===== src/rtl/clk_div_prog.sv =====
// Runtime-programmable integer clock divider with glitch-free divisor reload,
// per-period tick (usable as a clock enable) and valid/ready divisor loading.
module clk_div_prog #(
    parameter int unsigned WIDTH       = 8,
    parameter int unsigned DEFAULT_DIV = 10
) (
    input  logic             clk_in,
    input  logic             reset,
    input  logic             enable,
    input  logic [WIDTH-1:0] div_value,
    input  logic             div_valid,
    output logic             div_ready,
    output logic             clk_out,
    output logic             tick,
    output logic [WIDTH-1:0] cur_div,
    output logic [WIDTH-1:0] count,
    output logic             div_err
);

    localparam logic [WIDTH-1:0] DEF_DIV = WIDTH'(DEFAULT_DIV);
    localparam logic [WIDTH-1:0] DEF_CNT = WIDTH'(DEFAULT_DIV - 1);
    localparam logic [WIDTH-1:0] ONE     = WIDTH'(1);
    localparam logic [WIDTH-1:0] TWO     = WIDTH'(2);

    // Reject a reset divisor that cannot produce a valid period or does not fit the counter
    if (DEFAULT_DIV < 2 || longint'(DEFAULT_DIV) > (longint'(1) << WIDTH) - longint'(1)) begin : g_bad_default
        $error("clk_div_prog: DEFAULT_DIV %0d outside 2..2^WIDTH-1", DEFAULT_DIV);
    end

    logic [WIDTH-1:0] count_q,   count_d;
    logic [WIDTH-1:0] cur_div_q, cur_div_d;
    logic [WIDTH-1:0] pend_div_q, pend_div_d;
    logic             pending_q, pending_d;
    logic             clk_out_q, clk_out_d;
    logic             tick_q,    tick_d;
    logic             div_err_q, div_err_d;

    logic [WIDTH-1:0] hi_c;
    logic [WIDTH-1:0] count_inc_c;
    logic             wrap_c;
    logic             accept_c;

    // Period bookkeeping: ceil-half high phase, wrap detection, handshake acceptance
    always_comb begin
        hi_c        = cur_div_q - (cur_div_q >> 1);
        count_inc_c = count_q + ONE;
        wrap_c      = (count_q == (cur_div_q - ONE));
        accept_c    = div_valid & ~pending_q;
    end

    // Next-state: counter/clk_out advance when enabled; divisor swaps only at a wrap
    always_comb begin
        count_d    = count_q;
        cur_div_d  = cur_div_q;
        pend_div_d = pend_div_q;
        pending_d  = pending_q;
        clk_out_d  = clk_out_q;
        tick_d     = 1'b0;
        div_err_d  = 1'b0;

        if (enable) begin
            if (wrap_c) begin
                count_d   = '0;
                clk_out_d = 1'b1;
                tick_d    = 1'b1;
                if (pending_q) begin
                    cur_div_d = pend_div_q;
                    pending_d = 1'b0;
                end
            end else begin
                count_d   = count_inc_c;
                clk_out_d = (count_inc_c < hi_c);
            end
        end

        // Acceptance only happens with nothing pending, so it never collides with a swap
        if (accept_c) begin
            if (div_value >= TWO) begin
                pend_div_d = div_value;
                pending_d  = 1'b1;
            end else begin
                div_err_d  = 1'b1;
            end
        end
    end

    // State registers with asynchronous reset to the default-divisor state
    always_ff @(posedge clk_in or posedge reset) begin
        if (reset) begin
            count_q    <= DEF_CNT;
            cur_div_q  <= DEF_DIV;
            pend_div_q <= DEF_DIV;
            pending_q  <= 1'b0;
            clk_out_q  <= 1'b0;
            tick_q     <= 1'b0;
            div_err_q  <= 1'b0;
        end else begin
            count_q    <= count_d;
            cur_div_q  <= cur_div_d;
            pend_div_q <= pend_div_d;
            pending_q  <= pending_d;
            clk_out_q  <= clk_out_d;
            tick_q     <= tick_d;
            div_err_q  <= div_err_d;
        end
    end

    // Output mapping; div_ready is decoded straight from the pending flop
    always_comb begin
        count     = count_q;
        cur_div   = cur_div_q;
        clk_out   = clk_out_q;
        tick      = tick_q;
        div_err   = div_err_q;
        div_ready = ~pending_q;
    end

endmodule


===== config.mk =====
export PLATFORM = sky130hd
export DESIGN_NAME = clk_div_prog
export DESIGN_NICKNAME = d
export VERILOG_FILES = /design/src/rtl/clk_div_prog.sv
export SDC_FILE = /design/constraint.sdc
export NUM_CORES = 1
export LEC_CHECK = 0
export ABC_AREA = 1
export CORE_MARGIN = 5
export CORE_UTILIZATION = 50
export CTS_BUF_LIST = sky130_fd_sc_hd__clkbuf_4 sky130_fd_sc_hd__clkbuf_8
export DETAILED_ROUTE_END_ITERATION = 7
export GPL_ROUTABILITY_DRIVEN = 0
export PLACE_DENSITY = 0.84
export RECOVER_POWER = 50
export SYNTH_ARGS = -nofsm -noshare
export SYNTH_HDL_FRONTEND = slang
export SYNTH_SLANG_ARGS = --single-unit

===== constraint.sdc =====
create_clock -name clk_in -period 5 [get_ports clk_in]
set_input_delay 0.75 -clock clk_in [delete_from_list [all_inputs] [get_ports clk_in]]
set_output_delay 0.75 -clock clk_in [all_outputs]
set_load 0.1 [all_outputs]

==> impl.org <==
** CTS
- Buffers inserted during post-CTS setup optimization :: 0
- Level count of the clock H-tree :: 1
- CTS tree :: yes
- Sinks on Clock Net :: 28
- In this run, post-CTS repair resized a total of 0 instances.
- Clock latency reported for the late side of the worst-skew pair :: 0.28 ns
- Clock buffers created by TritonCTS :: 3
- Clock root cell :: sky130_fd_sc_hd__clkbuf_8
- Number of buffers on the longest clock path :: 2
- Clock-pin slew was measured on the worst setup and hold paths at 0.10 ns.
- Number of buffers inserted for hold repair after clock tree synthesis :: 0

** Worst setup path
- Setup slack on the worst reg-to-reg path comes out at 2.10 ns.
- Cells along the critical path :: inv_1 > ha_1 > or2_2 > nand3_1 > nand3_1 > nor2_1 > nand3_2 > nand2_1 > nand2_1
- Startpoint of the lowest-slack register-to-register path :: cur_div[1]
- The number of cells on the worst reg-to-reg path is 9.
- Following the worst setup path forward leads to its endpoint at cur_div[7].
- Launching instance or port of the critical path :: cur_div[1]
- Maximum fanout encountered on the critical timing path :: 11
- Worst reg2reg path endpoint :: cur_div[7]
- For this run, the slowest stage of the critical path takes 0.80 ns.
- STA classifies the critical path endpoint as a register.
- Library cell contributing the largest single delay on the critical path :: sky130_fd_sc_hd__nor2_1
- Arrival time at the worst endpoint :: 3.08 ns
- Required time reported for the critical path endpoint :: 5.18 ns
- Sort of element at the start of the critical path :: register
- The critical path is of the reg2reg type.

** STA
- Setup violations remaining at the end of the flow were counted as 0.
- Total Negative Setup Slacks :: 0 ns
- Hold violation count in the final report :: 0
- Shortest clock period the worst path allows after layout :: 2.898 ns
- The clock arrives with 0.002792 ns of skew.
- Worst slew margin relative to its limit :: 29.55%
- Maximum frequency from static timing analysis :: 345.0 MHz
- Final period util :: 57.96%
- At the pin with the least slew margin, the transition time is 1.053 ns.
- Unrepaired setup endpoints after global routing :: no
- Slew Viols, Final :: 0
- Worst hold slack :: 0.4858 ns

** Layout
- At the end of the flow, the number of nets in the layout was 360.
- Summing all multi-input logic gate instances after layout gives 0.001303 sq mm.
- Fill cells in the final layout number 407.
- Final non-filler cell total :: 375
- Registers take 708.2 sq um.
- In the final layout, the share of cells above drive strength 1 is 11.76%.
- Diodes inserted :: 0
- Area added between synthesis and finish :: 16.95%

** Run
- MaxCap Viol Count :: 0

** Global route
- The initial antenna violation count is 0.
- Overall overflow remaining after global route :: 0
- The first global-routing pass estimated 8286 um of wire.
- Number of global-route vias before repair :: 1923
- Maximum number of pins on one net before global-route repair :: 29
- Aggregate global-route resource usage :: 16.80%

** Die
- For this design the top-level I/O count stands at 32.
- Core box area :: 0.004324 sq mm
- The floorplan step defined a die boundary enclosing 0.005878 sq mm.
- The die is 76.67 um wide.
- The initial utilization of the core area, before any placement, comes to 51.39%.
- # rows :: 24
- The die is 76.67 um tall.

** Yosys
- Number of enable flip-flop cells after synthesis :: 0
- In this run, distinct cell masters in the synthesized netlist total 31.
- Synthesized netlist cell count :: 293
- A synthesized cell averages 7.584 sq um.
- Post-synthesis sequential area ratio :: 31.87%
- Top cell type's share of synthesized area :: 24.77%
- In the synthesized netlist the dominant register cell turns out to be sky130_fd_sc_hd__dfrtp_1.
- Cell type contributing the most total cell area after synthesis :: sky130_fd_sc_hd__dfrtp_1
- Counting every net in the synthesized netlist gives 329.
- Number of synthesized register bits :: 28
- Synth area leaders :: sky130_fd_sc_hd__dfrtp_1 25%, sky130_fd_sc_hd__nand2_1 17%, sky130_fd_sc_hd__ha_1 13%
- Post-Synthesis Cell Area :: 0.002222 sq mm
- After synthesis, the share of flip-flops with an asynchronous set or reset is 100.0%.
- Yosys printed 0 warnings.

** Detailed routing
- Dividing the detail-routed via count by the number of cells gives 5.251.
- Total met2 wirelength after detailed routing :: 2533 um
- In this run, the number of DRC markers left after iteration 0 of detailed routing was 75.
- In this run the remaining antenna-violating nets after routing total 0.
- After detailed routing, the wire length on met1 is 2095 um.
- The final route contains 1969 vias.
- Highest routed layer :: met4
- After detailed routing, the met3 layer carries 195 um of wire.
- Detailed-router iteration count before antenna repair :: 4
- After detailed routing, the average wire length per cell comes to 13.01 um.
- DRC violations left :: 0
- Final wirelength :: 4880 um

** Outcome
- Outcome :: completed

** Place
- During placement, the flow inserted port buffers numbering 31.
- Total placed cells including tap cells :: 371
- Post-detail-place hpwl :: 4011 um

** Worst hold path
- The path class of the tightest hold or removal check is reg2reg.
- Min-Delay Startpoint :: pend_div_q[5]

** Power
- Leak pwr :: 1.308 nW
- VDD sags by at most 0.2518 mV.
- Overall Power :: 0.0008864 W
- Dividing total power by cell area gives a power density of 341.1 mW/mm^2.
==> state kept, by name, summed over array words and instances, names as in the netlist <==
signal,flops
count,8
pend_div_q,8
cur_div,8
pending_q,1
clk_out,1
tick,1
div_err,1
==> Yosys cell counts (2+ instances only) <==
cell type and instances:
sky130_fd_sc_hd__inv_2 4, sky130_fd_sc_hd__a21oi_1 8, sky130_fd_sc_hd__nor2_1 8, sky130_fd_sc_hd__buf_4 2
sky130_fd_sc_hd__nand3_2 9, sky130_fd_sc_hd__clkinv_1 2, sky130_fd_sc_hd__inv_1 36, sky130_fd_sc_hd__nand2_2 10
sky130_fd_sc_hd__nand4_1 10, sky130_fd_sc_hd__dfstp_2 6, sky130_fd_sc_hd__nor3_1 2, sky130_fd_sc_hd__nand3_1 19
sky130_fd_sc_hd__xor2_1 11, sky130_fd_sc_hd__o21ai_0 5, sky130_fd_sc_hd__nand2_1 102, sky130_fd_sc_hd__ha_1 23
sky130_fd_sc_hd__dfrtp_1 22
==> power by group <==
group,switching (W),total (W),internal (W)
Clock,0.0000727,0.000143,0.0000707
Sequential,0.0000529,0.000331,0.000278
Combinational,0.000289,0.000412,0.000124
Total,0.000414,0.000886,0.000472
==> critical path: cells and delay by family, from the launching register on <==
kind	cells	cell delay, ns
and+or+nand+nor	7	1.87
DFF	1	0.62
adders and majority gates	1	0.22
buffers and inverters	1	0.08
==> through the flow <==
stage	util, %	instance area [sq um]	setup slack (ns)
after floorplan	-	2222	2.062
after global placement	58.88	2546	2.445
after detailed placement	58.88	2546	2.388
after CTS	60.16	2601	2.149
after global routing	60.10	2599	1.912
final	60.10	2599	2.102
==> area by class of cell <==
cell class,instances,area share [%]
Clock buffer,4,2.118
Inverter,42,6.066
Multi-Input combinational cell,218,50.12
Tap cell,52,2.504
Timing Repair Buffer,31,11.94
Sequential cell,28,27.25
==> cells in the final DEF (no fill, tap or decap) <==
master	count
sky130_fd_sc_hd__nand3b_1	1
sky130_fd_sc_hd__dfrtp_1	22
sky130_fd_sc_hd__clkdlybuf4s50_1	29
sky130_fd_sc_hd__inv_1	36
sky130_fd_sc_hd__dlygate4sd3_1	2
sky130_fd_sc_hd__nand3_4	1
sky130_fd_sc_hd__nand2_1	102
sky130_fd_sc_hd__a211oi_1	1
sky130_fd_sc_hd__nand3_2	9
sky130_fd_sc_hd__nor3_1	2
sky130_fd_sc_hd__nand4_2	1
sky130_fd_sc_hd__nand4_1	10
sky130_fd_sc_hd__nand2_8	1
sky130_fd_sc_hd__ha_1	23
sky130_fd_sc_hd__nor2_1	9
sky130_fd_sc_hd__nor2_4	1
sky130_fd_sc_hd__dfstp_2	6
sky130_fd_sc_hd__nor4_1	1
sky130_fd_sc_hd__nand2_2	10
sky130_fd_sc_hd__fa_1	1
sky130_fd_sc_hd__or2_2	1
sky130_fd_sc_hd__a21oi_1	8
sky130_fd_sc_hd__o21ai_0	5
sky130_fd_sc_hd__nand3_1	19
sky130_fd_sc_hd__xor2_1	11
sky130_fd_sc_hd__inv_2	4
sky130_fd_sc_hd__clkbuf_8	4
sky130_fd_sc_hd__a21boi_1	1
sky130_fd_sc_hd__clkinv_1	2
==> worst min path at each step <==
stage	endpoint	depth (start not counted)
2_1_floorplan	pend_div_q[0]	2
3_3_place_gp	pend_div_q[4]	2
3_5_place_dp	pend_div_q[5]	2
4_1_cts	pend_div_q[5]	2
5_1_grt	pend_div_q[6]	2
6_report	pend_div_q[5]	2
==> routing by layer <==
metal,track usage [%],vias to the layer above
met5,0,-
li1,-,993
met2,32.26,30
met4,4.021,0
met3,2.810,7
met1,18.93,939
==> kinds of logic (layout without fill, tap and decap cells) <==
group,after synthesis,in the layout,synth area share [%]
AND/OR/NAND/NOR,168,168,36.94
buffers and inverters,47,77,9.403
flip-flops,28,28,31.87
adder cells (fa/ha/maj),24,24,13.85
AO/OA/AOI/OAI,15,15,3.604
XOR/XNOR,11,11,4.335
Power figures use the tool's default switching activity.
